**config.mk**
```make
export PLATFORM = sky130hd
export DESIGN_NAME = if_fetch_stage
export DESIGN_NICKNAME = d
export VERILOG_FILES = /design/src/rtl/if_fetch_stage.sv
export SDC_FILE = /design/constraint.sdc
export NUM_CORES = 1
export LEC_CHECK = 0
export CAP_MARGIN = 25
export CORE_MARGIN = 4
export CORE_UTILIZATION = 46
export CTS_CLUSTER_SIZE = 40
export DETAILED_ROUTE_END_ITERATION = 10
export PLACE_DENSITY = 0.8
export SYNTH_ARGS = -nofsm -noshare
export SYNTH_HDL_FRONTEND = slang
export SYNTH_SLANG_ARGS = --single-unit
```
**constraint.sdc**
```tcl
create_clock -name clk -period 2 [get_ports clk]
set_input_delay 0.4 -clock clk [delete_from_list [all_inputs] [get_ports clk]]
set_output_delay 0.4 -clock clk [all_outputs]
set_load 0.005 [all_outputs]
```
**src/rtl/if_fetch_stage.sv**
```systemverilog
// Instruction-fetch stage: PC ownership, IMEM addressing and the IF/ID
// register with valid/ready handoff, redirect flush, halt and fault tracking.
module if_fetch_stage #(
   parameter logic [31:0] RESET_PC  = 32'h0000_0000,
   parameter int          CNT_WIDTH = 32
) (
   input  logic                 clk,
   input  logic                 rst_n,
   output logic [31:0]          imem_pc,
   input  logic [31:0]          imem_instruction,
   input  logic                 redirect_valid,
   input  logic [31:0]          redirect_pc,
   input  logic                 halt_req,
   output logic                 id_valid,
   input  logic                 id_ready,
   output logic [31:0]          id_instruction,
   output logic [31:0]          id_pc,
   output logic [31:0]          id_pc_plus4,
   output logic                 fetch_fault,
   output logic [CNT_WIDTH-1:0] fetch_count
);

   typedef enum logic [1:0] {
      BOOT   = 2'd0,
      RUN    = 2'd1,
      HALTED = 2'd2
   } state_t;

   state_t      state_q;
   state_t      state_d;
   logic [31:0] pc_q;
   logic [31:0] pc_plus4;
   logic        accept;
   logic        redirect;
   logic        load;

   assign imem_pc  = pc_q;
   assign pc_plus4 = pc_q + 32'd4;
   assign accept   = id_valid & id_ready;
   assign redirect = redirect_valid & (state_q != BOOT);
   assign load     = (state_q == RUN) & ~halt_req & ~redirect_valid
                   & (~id_valid | id_ready);

   always_comb begin
      state_d = state_q;
      unique case (state_q)
         BOOT:    state_d = halt_req ? HALTED : RUN;
         RUN:     if (halt_req) state_d = HALTED;
         HALTED:  if (!halt_req) state_d = RUN;
         default: state_d = BOOT;
      endcase
   end

   always_ff @(posedge clk or negedge rst_n) begin
      if (!rst_n) begin
         state_q <= BOOT;
      end else begin
         state_q <= state_d;
      end
   end

   // Redirect wins over load and drain; a pending handshake still counts.
   always_ff @(posedge clk or negedge rst_n) begin
      if (!rst_n) begin
         pc_q           <= RESET_PC;
         id_valid       <= 1'b0;
         id_instruction <= 32'h0;
         id_pc          <= 32'h0;
         id_pc_plus4    <= 32'h0;
      end else if (redirect) begin
         pc_q     <= {redirect_pc[31:2], 2'b00};
         id_valid <= 1'b0;
      end else if (load) begin
         pc_q           <= pc_plus4;
         id_valid       <= 1'b1;
         id_instruction <= imem_instruction;
         id_pc          <= pc_q;
         id_pc_plus4    <= pc_plus4;
      end else if (accept) begin
         id_valid <= 1'b0;
      end
   end

   always_ff @(posedge clk or negedge rst_n) begin
      if (!rst_n) begin
         fetch_fault <= 1'b0;
      end else if (redirect && (redirect_pc[1:0] != 2'b00)) begin
         fetch_fault <= 1'b1;
      end
   end

   always_ff @(posedge clk or negedge rst_n) begin
      if (!rst_n) begin
         fetch_count <= '0;
      end else if (accept) begin
         fetch_count <= fetch_count + CNT_WIDTH'(1);
      end
   end

endmodule

```
After elaboration in Yosys (flattened, before gate mapping)
Cells that the tools add are included.
{"block": "totals", "ff_bits": 164, "elab_cells": 41}
{"block": "op_classes", "n_addsub": 2, "n_eq_ne": 4, "n_mux": 9, "bitwise_logic": 10, "reduce_logical": 8}
{"cell": "2-to-1 mux 32 bit", "n": 2}
{"cell": "adder 32 x 1 -> 32 bit, second input constant", "n": 1}
{"cell": "adder 32 x 3 -> 32 bit, second input constant", "n": 1}
{"cell": "2-to-1 mux 2 bit", "n": 3}
{"cell": "case mux 2 bit (3 select lines)", "n": 1}
{"cell": "nonzero test 2 bit", "n": 3}
{"cell": "bitwise AND 1 bit", "n": 5}
{"cell": "inequality test 2 bit, second input constant", "n": 2}
{"cell": "NOT 1 bit", "n": 4}
{"cell": "AND reduction 2 bit", "n": 2}
{"cell": "2-to-1 mux 1 bit", "n": 3}
{"cell": "nonzero test 3 bit", "n": 1}
{"cell": "equality test 2 x 1 -> 1 bit, second input constant", "n": 1}
{"cell": "equality test 2 bit, second input constant", "n": 1}
{"cell": "zero test 2 bit", "n": 1}
{"cell": "logical AND 1 bit", "n": 1}
{"cell": "bitwise OR 1 bit", "n": 1}

Longest topological paths before layout
{"block": "logic_depth", "ltp_word": 6, "depth_mapped": 6, "mapped_depth_nobuf": 6}

Worst setup path after synthesis
OpenSTA, ideal clock, no wires.
{"block": "synth_timing", "path_kind": "register to register", "startpoint": "register fetch_count[0]", "endpoint": "register fetch_count[26]", "setup_ps": 79, "arrival_ps": 1727, "path_slack_ps": 194, "path_stages_with_launch": 7, "synth_period_minus_slack_ps": 1806, "path_cell_list": "dfrtp_1 > ha_1 > nand3_1 > or2_2 > or4_4 > nor2_2 > xor2_1"}
{"block": "synth_via", "elab_chain_len": 1}
{"item": "start, declared", "line": "20", "rtl": "output logic [CNT_WIDTH-1:0] fetch_count"}
{"item": "start signal, assigned", "line": "96", "rtl": "fetch_count <= fetch_count + CNT_WIDTH'(1);"}
{"item": "adder 32 x 1 -> 32 bit", "line": "96"}
Every way passes these cells.
A chain may end at the register's enable or synchronous reset.

Final worst setup path
{"block": "layout_timing", "startpoint": "register pc_q[4], in the netlist imem_pc[4]", "endpoint": "output port imem_pc[4]"}
{"item": "start, declared", "line": "31", "rtl": "logic [31:0] pc_q;"}
{"item": "start signal, assigned", "line": "71", "rtl": "pc_q <= {redirect_pc[31:2], 2'b00};"}
{"item": "start signal, assigned", "line": "74", "rtl": "pc_q <= pc_plus4;"}
{"item": "end, declared", "line": "9", "rtl": "output logic [31:0] imem_pc,"}
No word-level cell between the ends.

==> metrics.md <==
| Metric | Value |
|---|---|
| Initial Utilization | `0.471` |
| Share of post-route cells with drive strength above 1 | `0.116` |
| H-tree levels | `4` |
| Register area share after synthesis | `0.573` |
| Post-DP HPWL | `14.5 mm` |
| Vias in the first global route | `a little over 6000` |
| Fin. Hold Viols | `0` |
| Area growth from synthesis to layout | `50.4%` |
| Least-Margin Pin Slew | `0.516 ns` |
| Net switching power | `0.00278 W` |
| Gate power share | `0.267` |
| Die Span Y | `between 100 and 150 um` |
| Critical Path RT | `1.60 ns` |
| Largest net degree at the start of global routing | `53` |
| Status | `finished clean` |
| Yosys warning total | `0` |
| CTS tree | `done` |
| Crit-path cells | `buf_4 -> clkdlybuf4s50_1` |
| Int Power | `0.00748 W` |
| DRT iter0 DRCs | `299` |
| First-pass GRT wire length | `31.6 mm` |
| Post-synth top area share | `0.573` |
| Post-synth ARST share | `1.00` |
| Initial antenna violation count | `0` |
| Top post-synthesis cells by area | `dfrtp_1, nand2_1, xnor2_1` |
| Distinct cells, synth | `44` |
| CP max FO | `7` |
| Leakage power | `4.73 nW` |
| Most frequent cell after synthesis | `nand2_1` |
| Clock Latency Late Sink | `0.41 ns` |
| Worst setup path class | `flip-flop to output pin` |
| Crit. End Element | `output pin` |
| IO Pins | `231` |
| CP Data Arrival Time | `approximately 1.6 ns` |
| Core Rows | `44` |
| Post-synth top flop | `dfrtp_1` |
| R2r worst-path depth | `6` |
| Synth Register Bits | `158` |
| Clock network power share | `0.320` |
| Sw Ratio | `0.271` |
| Hold slack final | `0.423 ns` |
| GRT Overall Usage | `0.236` |
| Vias per cell | `5.22` |
| Slowest CP cell | `clkdlybuf4s50_1` |
| Max clock buf depth | `2` |
| IO buf count | `224` |
| Fin crit share | `0.983` |
| Post-synth EDFFs | `0` |
| RSZ-0062 raised after global routing | `no` |
| Slew headroom | `0.653` |
| Placer Congestion | `between 0.8 and 0.9` |
| DRC viols | `0` |
| DR pass1 iterations | `4` |
| Layout Utilization | `0.709` |
| Hold crit path type | `primary input to asynchronous set/reset pin` |
| CTS Buf Count | `17` |
| Clock sink count | `158` |
| Mapped Cells | `709` |
| Yosys top cell by area | `dfrtp_1` |
| WL final | `20.0 mm` |
| Clock transition at path regs | `0.06 ns` |
| Startpoint class of the critical path | `flip-flop` |
| PD cells | `988 mW/mm2` |
| Final #Nets | `1051` |
| Area of the die | `0.0170 mm2` |
| Slowest cell delay on critical path | `0.51 ns` |
| Fin. max-slew vios | `0` |
| Peak VDD IR | `between 500 and 600 uV` |
| WL/cell | `between 15 and 20 um` |
| Synthesized area | `0.00690 mm2` |
| DRT antenna net count | `0` |
| Fmax | `between 0.5 and 0.6 GHz` |
| Reg power frac | `0.414` |
| Ant diodes | `0` |
| Period minus WS final | `1.97 ns` |
| Synth cell count leaders | `nand2_1, dfrtp_1, o21ai_0` |
| Final setup vio count | `0` |
| Clock Root Buffer | `clkbuf_16` |
| Avg Cell Area, Syn | `9.74 um2` |
| Die X | `131 um` |
| Vias | `6140` |
| Core area | `about 0.015 mm2` |
| Congestion Overflow GR | `0` |
| Max cap viols | `0` |
| Setup Skew | `0.00791 ns` |
[area by class of cell]
| class | count | area (um2) |
|---|---|---|
| Clock buffer | 21 | 460 |
| Clock inverter | 11 | 140 |
| Fill cell | 1085 | 4260 |
| Inverter | 3 | 11.3 |
| Multi-Input combinational cell | 512 | 2790 |
| Sequential cell | 158 | 3960 |
| Tap cell | 184 | 230 |
| Timing Repair Buffer | 288 | 2800 |
[worst paths after layout]
kind,startpoint,endpoint,slack (ns)
max,imem_pc[4],imem_pc[4],0.03
min,rst_n,fetch_count[27],0.42
max reg2reg,fetch_count[0],fetch_count[26],0.15
min reg2reg,id_instruction[15],id_instruction[15],0.48
max in group asynchronous,rst_n,imem_pc[9],0.94
min in group clk,id_instruction[15],id_instruction[15],0.48
[stage by stage]
step	setup slack, ns	cell area (um2)	TNS, ns	power (W)	instances
CTS	0.0385	10400	0	0.0103	1177
finish	0.0335	10400	0	0.0103	1177
detailed placement	-0.211	9770	-2.02	0.00702	1144
global placement	-0.161	9770	-0.794	0.00695	1144
floorplan	0.194	6920	0	0.00507	714
global route	0.00221	10400	0	0.0108	1177
[routing by layer]
layer,wire length [um],share of wire,vias up,global-route usage
li1,-,-,2900,-
met1,8400,0.42,2989,0.305
met2,9500,0.47,224,0.370
met3,1740,0.087,27,0.0825
met4,408,0.020,0,0.0877
met5,0,0,-,0
[cells by family (layout without fill, tap and decap cells)]
logic type | count (synthesis) | after routing | share of synthesized area
buffers and inverters | 44 | 323 | 0.0283
flip-flops | 158 | 158 | 0.573
AO/OA/AOI/OAI | 93 | 93 | 0.0852
XOR/XNOR | 59 | 59 | 0.0748
adder cells (fa/ha/maj) | 2 | 2 | 0.00362
multiplexers | 1 | 1 | 0.00163
AND/OR/NAND/NOR | 351 | 351 | 0.233
other | 1 | 6 | 0.000543
[what timing repair did]
item                                    CTS  global route
endpoints found under the hold margin    20             0
hold buffers                              1             0
buffers inserted                          0             0
gates resized for setup                   1             0
endpoints found under the setup margin    1             0
[layout by cell type, fill, tap and decap left out, drive strengths merged, types with 19 or more instances in the layout]
master	synthesis	final
nand2	247	247
clkdlybuf4s50	0	223
dfrtp	158	158
buf	17	64
o21ai	51	51
xnor2	40	40
nand3	25	25
clkbuf	24	21
xor2	19	19
nor2	19	19
[sequential cells by signal, summed over array words and instances, names as in the netlist]
signal and flops:
id_pc_plus4 30, fetch_count 32, id_valid 1, state_q 2, fetch_fault 1, id_pc 30, id_instruction 32, imem_pc 30
[power groups by stage]
stage          clock network (W)  registers, W  logic [W]
6_report                 0.00328       0.00424    0.00274
5_1_grt                  0.00349       0.00432    0.00299
2_1_floorplan                  0       0.00433   0.000741
3_3_place_gp                   0       0.00426    0.00269
3_5_place_dp                   0       0.00428    0.00274
4_1_cts                  0.00333       0.00425    0.00277
[critical path: cells and delay by family (launching register included)]
family | cells | cell delay, ns
buffers and inverters | 2 | 0.69
flip-flops | 1 | 0.46
No activity file was read; power rests on OpenSTA's default activity.
